<file path="config.mk">
export PLATFORM = sky130hd
export DESIGN_NAME = fdc_sd_arbiter
export DESIGN_NICKNAME = d
export VERILOG_FILES = /design/src/rtl/fdc_sd_arbiter.sv
export SDC_FILE = /design/constraint.sdc
export NUM_CORES = 1
export LEC_CHECK = 0
export BUFFER_PORTS_ARGS = -buffer_cell sky130_fd_sc_hd__buf_4
export CORE_AREA = 3 3 85 87
export CTS_CLUSTER_SIZE = 30
export DETAILED_ROUTE_END_ITERATION = 6
export DIE_AREA = 0 0 88 90
export PLACE_DENSITY = 0.86
export SLEW_MARGIN = 5
export SYNTH_ARGS = -nofsm -noshare
export SYNTH_HDL_FRONTEND = slang
export SYNTH_SLANG_ARGS = --single-unit
</file>
<file path="constraint.sdc">
create_clock -name CLK -period 6 [get_ports CLK]
set_clock_uncertainty 0.15 [all_clocks]
set_input_delay 1.2 -clock CLK [delete_from_list [all_inputs] [get_ports CLK]]
set_output_delay 1.2 -clock CLK [all_outputs]
set_load 0.005 [all_outputs]
</file>
<file path="src/rtl/fdc_sd_arbiter.sv">
// Round-robin arbiter sharing one SD block channel between NUM_REQ floppy controllers.
// Optional REQ-phase watchdog enabled by defining FDC_SD_ARB_TIMEOUT_EN.
module fdc_sd_arbiter #(
    parameter int unsigned NUM_REQ     = 4,
    parameter logic [23:0] TIMEOUT_CYC = 24'd5000000
) (
    input  logic               CLK,
    input  logic               RESET_N,
    input  logic [31:0]        req_lba      [NUM_REQ],
    input  logic [NUM_REQ-1:0] req_rd,
    input  logic [NUM_REQ-1:0] req_wr,
    output logic [NUM_REQ-1:0] req_ack,
    input  logic [7:0]         req_buff_din [NUM_REQ],
    output logic [31:0]        host_lba,
    output logic               host_rd,
    output logic               host_wr,
    input  logic               host_ack,
    output logic [7:0]         host_buff_din,
    output logic [1:0]         grant,
    output logic               busy,
    output logic               timeout_err
);

    typedef enum logic [1:0] {StIdle, StReq, StXfer, StDone} state_e;

    state_e      state_q, state_d;
    logic [1:0]  grant_q, grant_d;
    logic [1:0]  last_grant_q, last_grant_d;
    logic [31:0] lba_q, lba_d;
    logic        dir_rd_q, dir_rd_d;
    logic        ack_prev_q;
    logic        ack_rise;

    logic [3:0]  pend4;
    logic [3:0]  rd4;
    logic        pick_valid;
    logic [1:0]  pick_idx;
    logic [1:0]  idx;

`ifdef FDC_SD_ARB_TIMEOUT_EN
    logic [23:0] cnt_q;
    logic        terr_q, terr_d;
`else
    logic        unused_timeout_cyc;
    assign unused_timeout_cyc = ^TIMEOUT_CYC;
`endif

    assign pend4    = 4'(req_rd | req_wr);
    assign rd4      = 4'(req_rd);
    // Only a fresh rise counts, so an ack left high from a previous transfer is ignored.
    assign ack_rise = host_ack & ~ack_prev_q;

    // Lowest offset from last_grant+1 wins: iterate downward so it is assigned last.
    always_comb begin
        pick_valid = 1'b0;
        pick_idx   = '0;
        idx        = '0;
        for (int k = NUM_REQ; k >= 1; k--) begin
            idx = 2'((32'(last_grant_q) + unsigned'(k)) % NUM_REQ);
            if (pend4[idx]) begin
                pick_valid = 1'b1;
                pick_idx   = idx;
            end
        end
    end

    always_comb begin
        state_d      = state_q;
        grant_d      = grant_q;
        last_grant_d = last_grant_q;
        lba_d        = lba_q;
        dir_rd_d     = dir_rd_q;
`ifdef FDC_SD_ARB_TIMEOUT_EN
        terr_d       = terr_q;
`endif
        unique case (state_q)
            StIdle: begin
                if (pick_valid) begin
                    grant_d  = pick_idx;
                    lba_d    = req_lba[pick_idx];
                    dir_rd_d = rd4[pick_idx];
                    state_d  = StReq;
                end
            end
            StReq: begin
                if (ack_rise) begin
                    state_d = StXfer;
                end else if (!pend4[grant_q]) begin
                    state_d = StIdle;
`ifdef FDC_SD_ARB_TIMEOUT_EN
                end else if (cnt_q == TIMEOUT_CYC - 24'd1) begin
                    state_d      = StIdle;
                    last_grant_d = grant_q;
                    terr_d       = 1'b1;
`endif
                end
            end
            StXfer: begin
                if (!host_ack) begin
                    state_d = StDone;
                end
            end
            StDone: begin
                last_grant_d = grant_q;
                state_d      = StIdle;
            end
            default: state_d = StIdle;
        endcase
    end

    always_ff @(posedge CLK or negedge RESET_N) begin
        if (!RESET_N) begin
            state_q      <= StIdle;
            grant_q      <= '0;
            last_grant_q <= 2'(NUM_REQ - 1);
            lba_q        <= '0;
            dir_rd_q     <= 1'b0;
            ack_prev_q   <= 1'b0;
        end else begin
            state_q      <= state_d;
            grant_q      <= grant_d;
            last_grant_q <= last_grant_d;
            lba_q        <= lba_d;
            dir_rd_q     <= dir_rd_d;
            ack_prev_q   <= host_ack;
        end
    end

`ifdef FDC_SD_ARB_TIMEOUT_EN
    always_ff @(posedge CLK or negedge RESET_N) begin
        if (!RESET_N) begin
            cnt_q  <= '0;
            terr_q <= 1'b0;
        end else begin
            terr_q <= terr_d;
            if (state_q == StReq) begin
                cnt_q <= cnt_q + 24'd1;
            end else begin
                cnt_q <= '0;
            end
        end
    end
    assign timeout_err = terr_q;
`else
    assign timeout_err = 1'b0;
`endif

    always_comb begin
        req_ack = '0;
        if (state_q == StXfer) begin
            req_ack[grant_q] = host_ack;
        end
    end

    assign host_rd       = (state_q == StReq) & dir_rd_q;
    assign host_wr       = (state_q == StReq) & ~dir_rd_q;
    assign host_lba      = lba_q;
    assign host_buff_din = req_buff_din[grant_q];
    assign grant         = grant_q;
    assign busy          = (state_q != StIdle);

endmodule

</file>
==> results of run 1 <==
==> area by class of cell <==
type,instances,area [um^2]
clock buffer,6,72.6
clock inverter,2,35.0
fill,502,1940
inverter,3,11.3
multi-input combinational,196,1620
sequential,40,1000
tap,77,96.3
timing repair buffer,220,1650
==> layer usage <==
layer / global-route usage (%) / routed length, um
met5: 0 / 0
met4: 5.75 / 142
met3: 6.58 / 712
met2: 40.3 / 4980
met1: 26.9 / 3480
==> critical path, stage by stage <==
cell and delay (ns):
buf_4 0.13, nor4_4 0.31, o32a_1 0.25, and2_4 0.86, mux2i_1 0.32, o221ai_1 0.14
==> final timing paths <==
check / startpoint / to / slack [ns]
hold reg to reg: host_lba[13]$_DFFE_PN0P_ / host_lba[13]$_DFFE_PN0P_ / 0.35
min in group asynchronous: RESET_N / host_lba[2]$_DFFE_PN0P_ / 0.74
hold / removal: host_lba[13]$_DFFE_PN0P_ / host_lba[13]$_DFFE_PN0P_ / 0.35
max in group asynchronous: RESET_N / last_grant_q[0]$_DFFE_PN1N_ / 4.60
setup / recovery: req_wr[0] / host_lba[31]$_DFFE_PN0P_ / 2.67
setup reg to reg: last_grant_q[1]$_DFFE_PN1N_ / host_lba[31]$_DFFE_PN0P_ / 3.22
==> cells in the final DEF (no fill, tap or decap), drive strengths merged <==
| cell type | Yosys | routed |
|---|---|---|
| o22ai | 1 | 1 |
| conb | 1 | 1 |
| and2 | 1 | 1 |
| nor2 | 10 | 10 |
| or2 | 3 | 3 |
| o21ai | 3 | 3 |
| nor3b | 1 | 1 |
| nand3 | 2 | 2 |
| a31oi | 1 | 1 |
| clkinv | 0 | 1 |
| nand2 | 44 | 44 |
| clkbuf | 10 | 6 |
| dfrtp | 38 | 38 |
| a221o | 1 | 1 |
| or3 | 1 | 1 |
| o21ba | 1 | 1 |
| a41oi | 1 | 1 |
| mux2 | 2 | 2 |
| nor4 | 2 | 2 |
| and3 | 3 | 3 |
| o32a | 1 | 1 |
| a21oi | 3 | 3 |
| nand2b | 3 | 3 |
| inv | 3 | 3 |
| buf | 14 | 220 |
| o21bai | 1 | 1 |
| a22oi | 1 | 1 |
| dfstp | 2 | 2 |
| o32ai | 1 | 1 |
| nor3 | 1 | 1 |
| o41ai | 1 | 1 |
| mux4 | 9 | 9 |
| o221ai | 32 | 32 |
| bufinv | 0 | 1 |
| mux2i | 64 | 64 |
| a21boi | 1 | 1 |
==> flip-flops by register name, summed over array words and instances (netlist names), named ones only <==
register	flops
host_lba	32
state_q	1
ack_prev_q	1
dir_rd_q	1
last_grant_q	2
grant	2
==> where the power goes <==
part	switching (mW)	internal (mW)	leakage [nW]
clock	0.0908	0.123	0.0552
combinational	0.536	0.629	1.80
sequential	0.125	0.412	0.487
==> cells by family after synthesis <==
kind of cell	Yosys count	synth area share [%]
other	1	0.131
buffers and inverters	27	8.20
multiplexers	75	30.5
AND/OR/NAND/NOR	71	11.5
flip-flops	40	35.2
AO/OA/AOI/OAI	49	14.6
==> impl_metrics.xml, run 1 <==
<?xml version="1.0" encoding="UTF-8"?>
<metrics>
  <group name="outcome">
    <metric name="status" unit="">finished, final reports clean</metric>
  </group>
  <group name="synthesis">
    <metric name="synth_top_cell_area_share" unit="%">33.3</metric>
    <metric name="synth-seq-cells" unit="">40</metric>
    <metric name="post_synth_most_frequent_cells" unit="">mux2i_1, nand2_1, dfrtp_1</metric>
    <metric name="synth_fp_nets" unit="">434</metric>
    <metric name="yosysMostFrequentCell" unit="">mux2i_1</metric>
    <metric name="syn_area_per_cell" unit="um^2">10.9</metric>
    <metric name="postSynthCellCount" unit="">263</metric>
    <metric name="ys_seq_area_share" unit="%">35.2</metric>
    <metric name="ys_async_sr_fraction" unit="%">100</metric>
    <metric name="most_used_dff_post_synth" unit="">dfrtp_1</metric>
    <metric name="synth-warning-count" unit="">0</metric>
    <metric name="synth.area.top_cells" unit="">dfrtp_1, mux2i_1, o221ai_1, mux4_2, nand2_1</metric>
    <metric name="syn-cell-area" unit="um^2">2850</metric>
    <metric name="synth_enable_flop_cells" unit="">0</metric>
    <metric name="synth_cell_type_count" unit="">45</metric>
    <metric name="synth_top_cell_by_area" unit="">dfrtp_1</metric>
  </group>
  <group name="cells_and_area">
    <metric name="ratio_of_cells_with_drive_above_1_in_the_final_layout" unit="%">52.7</metric>
    <metric name="stdcell_area" unit="um^2">4490</metric>
    <metric name="insertedDiodeCount" unit="">0</metric>
    <metric name="core_utilization_of_the_finished_layout" unit="%">69.9</metric>
    <metric name="finish.net_count" unit="">637</metric>
    <metric name="final_cells" unit="">544</metric>
    <metric name="areaGrowthSynthToFinish" unit="%">57.2</metric>
  </group>
  <group name="clocking">
    <metric name="clock_tree_from_tritoncts" unit="">done</metric>
    <metric name="cts-hold-fix-buffers" unit="">0</metric>
    <metric name="clock-sinks" unit="">40</metric>
    <metric name="cts.htree.levels" unit="">2</metric>
    <metric name="worst_setup_hold_path_clk_slew" unit="ns">0.08</metric>
    <metric name="clock_tree.root_cell" unit="">clkbuf_8</metric>
    <metric name="post_cts_resize_count" unit="">0</metric>
    <metric name="clock_insertion_delay_worst_skew" unit="ns">0.28</metric>
    <metric name="post_cts_setup_driven_buffer_insertion_count" unit="">0</metric>
    <metric name="cts_max_path_buffers" unit="">2</metric>
    <metric name="cts_made_buffers" unit="">5</metric>
  </group>
  <group name="floorplan">
    <metric name="fp.dieH" unit="um">90</metric>
    <metric name="std_cell_rows" unit="">29</metric>
    <metric name="floorplan.die.width" unit="um">88</metric>
    <metric name="initial_core_util" unit="%">44.4</metric>
    <metric name="count_of_pins_on_the_block_boundary" unit="">221</metric>
    <metric name="die_area" unit="um^2">7920</metric>
    <metric name="core_area" unit="um^2">6420</metric>
  </group>
  <group name="sta">
    <metric name="layout_worst_path_cycle_share" unit="%">55.5</metric>
    <metric name="timing_hold_violations_final" unit="">0</metric>
    <metric name="timing.final.crit_period" unit="ns">3.33</metric>
    <metric name="worst_slack" unit="ns">2.67</metric>
    <metric name="fmaxAchievable" unit="MHz">300</metric>
    <metric name="timing.final.max_slew_violations" unit="">0</metric>
    <metric name="setup_total_negative_slack" unit="ns">0</metric>
    <metric name="grt_setup_unrepaired" unit="">no</metric>
    <metric name="timing.slew.headroom" unit="%">25.7</metric>
    <metric name="setup_viol" unit="">0</metric>
    <metric name="max_slew.worst_pin.slew" unit="ns">1.11</metric>
    <metric name="timing.hold.ws" unit="ns">0.346</metric>
  </group>
  <group name="global_routing">
    <metric name="grt_max_degree" unit="">68</metric>
    <metric name="global_route.usage.total" unit="%">22.9</metric>
    <metric name="grt_pass1_vias" unit="">3108</metric>
    <metric name="antenna_found_initial" unit="">0</metric>
    <metric name="grt_overflow" unit="">0</metric>
    <metric name="grt_first_pass_wirelength" unit="um">14700</metric>
  </group>
  <group name="setup_path">
    <metric name="cp.arrival" unit="ns">3.29</metric>
    <metric name="reg2regPathDepth" unit="">5</metric>
    <metric name="critical_path.max_fanout" unit="">67</metric>
    <metric name="cp-start-kind" unit="">primary input</metric>
    <metric name="worstPathRequired" unit="ns">5.96</metric>
    <metric name="endpoint_kind" unit="">flop</metric>
    <metric name="setup.worst_path.class" unit="">in -&gt; reg</metric>
  </group>
  <group name="place">
    <metric name="cell_count_after_placement" unit="">536</metric>
    <metric name="dpl.hpwl" unit="um">7390</metric>
    <metric name="place_congestion" unit="">0.948</metric>
    <metric name="preCtsSetupSlack" unit="ns">2.35</metric>
    <metric name="place_area" unit="um^2">4380</metric>
    <metric name="number_of_i_o_port_buffers" unit="">219</metric>
  </group>
  <group name="drt">
    <metric name="firstDrtPassIters" unit="">4</metric>
    <metric name="drtAntennaViolNets" unit="">0</metric>
    <metric name="detailroute.via_count" unit="">2965</metric>
    <metric name="route.detailed.drc" unit="">0</metric>
    <metric name="routedWlPerCell" unit="um">17.1</metric>
    <metric name="viasPerCell" unit="">5.45</metric>
    <metric name="routed_wl" unit="um">9310</metric>
    <metric name="detailedRoute.firstIterationViolations" unit="">97</metric>
  </group>
  <group name="min_path">
    <metric name="timing.hold.worst.class" unit="">reg -&gt; reg</metric>
    <metric name="worst_hold_path.num_cells" unit="">2</metric>
  </group>
  <group name="pwr">
    <metric name="peakVddDrop" unit="mV">0.263</metric>
    <metric name="report.power.total" unit="mW">1.92</metric>
    <metric name="power.density_cell_area" unit="nW/um^2">427</metric>
    <metric name="static-leakage-power" unit="nW">2.34</metric>
  </group>
  <group name="run">
    <metric name="max_cap_viol_count" unit="">0</metric>
  </group>
</metrics>
No activity file was read; power rests on OpenSTA's default activity.
==> inputs of run 2 (changes only) <==
Settings changed: CORE_AREA 3 3 85 87 to 3 3 89 91, DIE_AREA 0 0 88 90 to 0 0 92 94, PLACE_DENSITY 0.86 to 0.79.
Clock period 6 ns to 3.1 ns, I/O delays scaled along.
==> run 2 against run 1 <==
  * Routed wire length up 4.6%
  * Global-route usage down 0.99 points
  * Clock-buffer cell count up 1
  * Final area up 2.5%
  * Highest routed layer unchanged
  * Worst hold slack worse by 0.20 ns
  * Die area up 9.2%
  * Worst setup slack worse by 2.1 ns
  * Largest cell class unchanged
  * Critical endpoint is now host_buff_din[6]
  * Combinational power up 100%
==> impl_metrics.xml, run 2 (synthesis results as in run 1) <==
<?xml version="1.0" encoding="UTF-8"?>
<metrics>
  <group name="drt">
    <metric name="routed_wl" unit="um">9740</metric>
    <metric name="detailroute.via_count" unit="">3025</metric>
    <metric name="detailedRoute.firstIterationViolations" unit="">73</metric>
    <metric name="routedWlPerCell" unit="um">17.0</metric>
    <metric name="firstDrtPassIters" unit="">4</metric>
    <metric name="viasPerCell" unit="">5.28</metric>
    <metric name="route.detailed.drc" unit="">0</metric>
    <metric name="drtAntennaViolNets" unit="">0</metric>
  </group>
  <group name="setup_path">
    <metric name="endpoint_kind" unit="">output port</metric>
    <metric name="cp-start-kind" unit="">flop</metric>
    <metric name="path_cells" unit="">buf_4 -&gt; mux4_2 -&gt; buf_4</metric>
    <metric name="max_stage_delay" unit="ns">0.58</metric>
    <metric name="worstPathRequired" unit="ns">2.33</metric>
    <metric name="critical_path.max_fanout" unit="">10</metric>
    <metric name="cpMostUsedCell" unit="">buf_4</metric>
    <metric name="critical_path.n_buffers_inverters" unit="">2</metric>
    <metric name="worst_path_dominant_cell_family" unit="">flip-flops</metric>
    <metric name="cp.arrival" unit="ns">1.78</metric>
    <metric name="setup.worst_path.class" unit="">reg -&gt; out</metric>
    <metric name="cpMaxStageDelayCell" unit="">dfrtp_1</metric>
  </group>
  <group name="clocking">
    <metric name="clock_insertion_delay_worst_skew" unit="ns">0.28</metric>
    <metric name="worst_setup_hold_path_clk_slew" unit="ns">0.09</metric>
    <metric name="clock_tree_from_tritoncts" unit="">done</metric>
    <metric name="cts_max_path_buffers" unit="">2</metric>
    <metric name="cts-hold-fix-buffers" unit="">0</metric>
    <metric name="post_cts_resize_count" unit="">0</metric>
    <metric name="clock_tree.root_cell" unit="">clkbuf_8</metric>
    <metric name="cts_made_buffers" unit="">5</metric>
    <metric name="clock-sinks" unit="">40</metric>
    <metric name="cts.htree.levels" unit="">2</metric>
    <metric name="post_cts_setup_driven_buffer_insertion_count" unit="">0</metric>
  </group>
  <group name="pwr">
    <metric name="share_seq_of_total_power" unit="%">26.5</metric>
    <metric name="static-leakage-power" unit="nW">2.39</metric>
    <metric name="cell_internal_pwr" unit="mW">2.36</metric>
    <metric name="p_comb_share" unit="%">61.4</metric>
    <metric name="report.power.total" unit="mW">3.86</metric>
    <metric name="clkPwrFrac" unit="%">12.1</metric>
    <metric name="sw_power" unit="mW">1.49</metric>
    <metric name="power.density_cell_area" unit="nW/um^2">838</metric>
    <metric name="peakVddDrop" unit="mV">0.379</metric>
    <metric name="switching_share" unit="%">38.8</metric>
  </group>
  <group name="cells_and_area">
    <metric name="core_utilization_of_the_finished_layout" unit="%">63.7</metric>
    <metric name="areaGrowthSynthToFinish" unit="%">61.1</metric>
    <metric name="layout.filler_cells" unit="">612</metric>
    <metric name="layout.cells.most_common" unit="">buf_4</metric>
    <metric name="stdcell_area" unit="um^2">4600</metric>
    <metric name="layout.cells.most_common_list" unit="">buf_4, mux2i_1, nand2_1</metric>
    <metric name="multi_input_area" unit="um^2">1620</metric>
    <metric name="area.sequential" unit="um^2">1000</metric>
    <metric name="insertedDiodeCount" unit="">0</metric>
    <metric name="largest_reg_flops" unit="">32</metric>
    <metric name="ratio_of_cells_with_drive_above_1_in_the_final_layout" unit="%">53.6</metric>
    <metric name="finish.net_count" unit="">644</metric>
  </group>
  <group name="sta">
    <metric name="max_slew.worst_pin.slew" unit="ns">0.613</metric>
    <metric name="grt_setup_unrepaired" unit="">no</metric>
    <metric name="fmaxAchievable" unit="MHz">392</metric>
    <metric name="timing.final.max_slew_violations" unit="">0</metric>
    <metric name="timing_hold_violations_final" unit="">0</metric>
    <metric name="timing.slew.headroom" unit="%">59.1</metric>
    <metric name="setup_viol" unit="">0</metric>
    <metric name="timing.final.crit_period" unit="ns">2.55</metric>
    <metric name="timing.hold.ws" unit="ns">0.148</metric>
    <metric name="layout_worst_path_cycle_share" unit="%">82.4</metric>
    <metric name="setup_total_negative_slack" unit="ns">0</metric>
  </group>
  <group name="global_routing">
    <metric name="grt_pass1_vias" unit="">3147</metric>
    <metric name="grt_max_degree" unit="">41</metric>
    <metric name="global_route.usage.total" unit="%">21.9</metric>
    <metric name="grt_first_pass_wirelength" unit="um">15100</metric>
    <metric name="antenna_found_initial" unit="">0</metric>
    <metric name="grt_overflow" unit="">0</metric>
  </group>
  <group name="floorplan">
    <metric name="floorplan.die.width" unit="um">92</metric>
    <metric name="std_cell_rows" unit="">31</metric>
    <metric name="core_area" unit="um^2">7210</metric>
    <metric name="count_of_pins_on_the_block_boundary" unit="">221</metric>
    <metric name="die_area" unit="um^2">8650</metric>
    <metric name="initial_core_util" unit="%">39.6</metric>
    <metric name="fp.dieH" unit="um">94</metric>
  </group>
  <group name="place">
    <metric name="place_congestion" unit="">0.854</metric>
    <metric name="place_area" unit="um^2">4470</metric>
    <metric name="number_of_i_o_port_buffers" unit="">219</metric>
    <metric name="dpl.hpwl" unit="um">7670</metric>
  </group>
  <group name="outcome">
    <metric name="status" unit="">finished, final reports clean</metric>
  </group>
  <group name="min_path">
    <metric name="timing.hold.worst.class" unit="">in -&gt; async</metric>
  </group>
  <group name="run">
    <metric name="max_cap_viol_count" unit="">0</metric>
  </group>
</metrics>
## run 2: cell types whose count changed in the layout (fill, tap and decap cells not counted), sizes merged
cell | before | now
buf | 220 | 227
clkinv | 1 | 0
clkbuf | 6 | 7
## run 2: per-stage QoR
step                instances  setup WS [ns]
floorplan                 263          0.737
global placement          565          0.533
detailed placement        565          0.415
CTS                       573          0.508
global route              573          0.442
finish                    573          0.547
## run 2: area by class of cell
cell class                 count  share of cell area (%)
timing repair buffer         227                    37.3
multi-input combinational    196                    35.2
sequential                    40                    21.8
tap                           99                    2.69
clock buffer                   7                    2.10
clock inverter                 1                   0.653
inverter                       3                   0.245
## run 2: power groups by stage
stage	Clock (mW)	Sequential, mW	Combinational, mW
after global placement	0	1.01	2.33
after detailed placement	0	1.03	2.39
after CTS	0.476	1.02	2.39
after global routing	0.495	1.06	2.59
final	0.467	1.02	2.37
after floorplan	0	0.958	1.67
## run 2: routing by layer
metal / global-route usage [%] / wire (um)
met5: 0 / 0
met3: 4.97 / 848
met1: 23.7 / 3460
met4: 8.54 / 201
met2: 41.3 / 5230
## run 2: worst paths after layout
kind / start / endpoint / slack [ns] / cells after the start
setup reg to reg: last_grant_q[1]$_DFFE_PN1N_ / host_lba[2]$_DFFE_PN0P_ / 0.74 / 6
setup / recovery: grant[0]$_DFFE_PN0P_ / host_buff_din[6] / 0.55 / 3
hold reg to reg: host_lba[2]$_DFFE_PN0P_ / host_lba[2]$_DFFE_PN0P_ / 0.34 / 2
max in group asynchronous: RESET_N / host_lba[0]$_DFFE_PN0P_ / 2.27 / 1
hold / removal: RESET_N / host_lba[11]$_DFFE_PN0P_ / 0.15 / 1
min in group CLK: host_ack / ack_prev_q$_DFF_PN0_ / 0.32 / 1
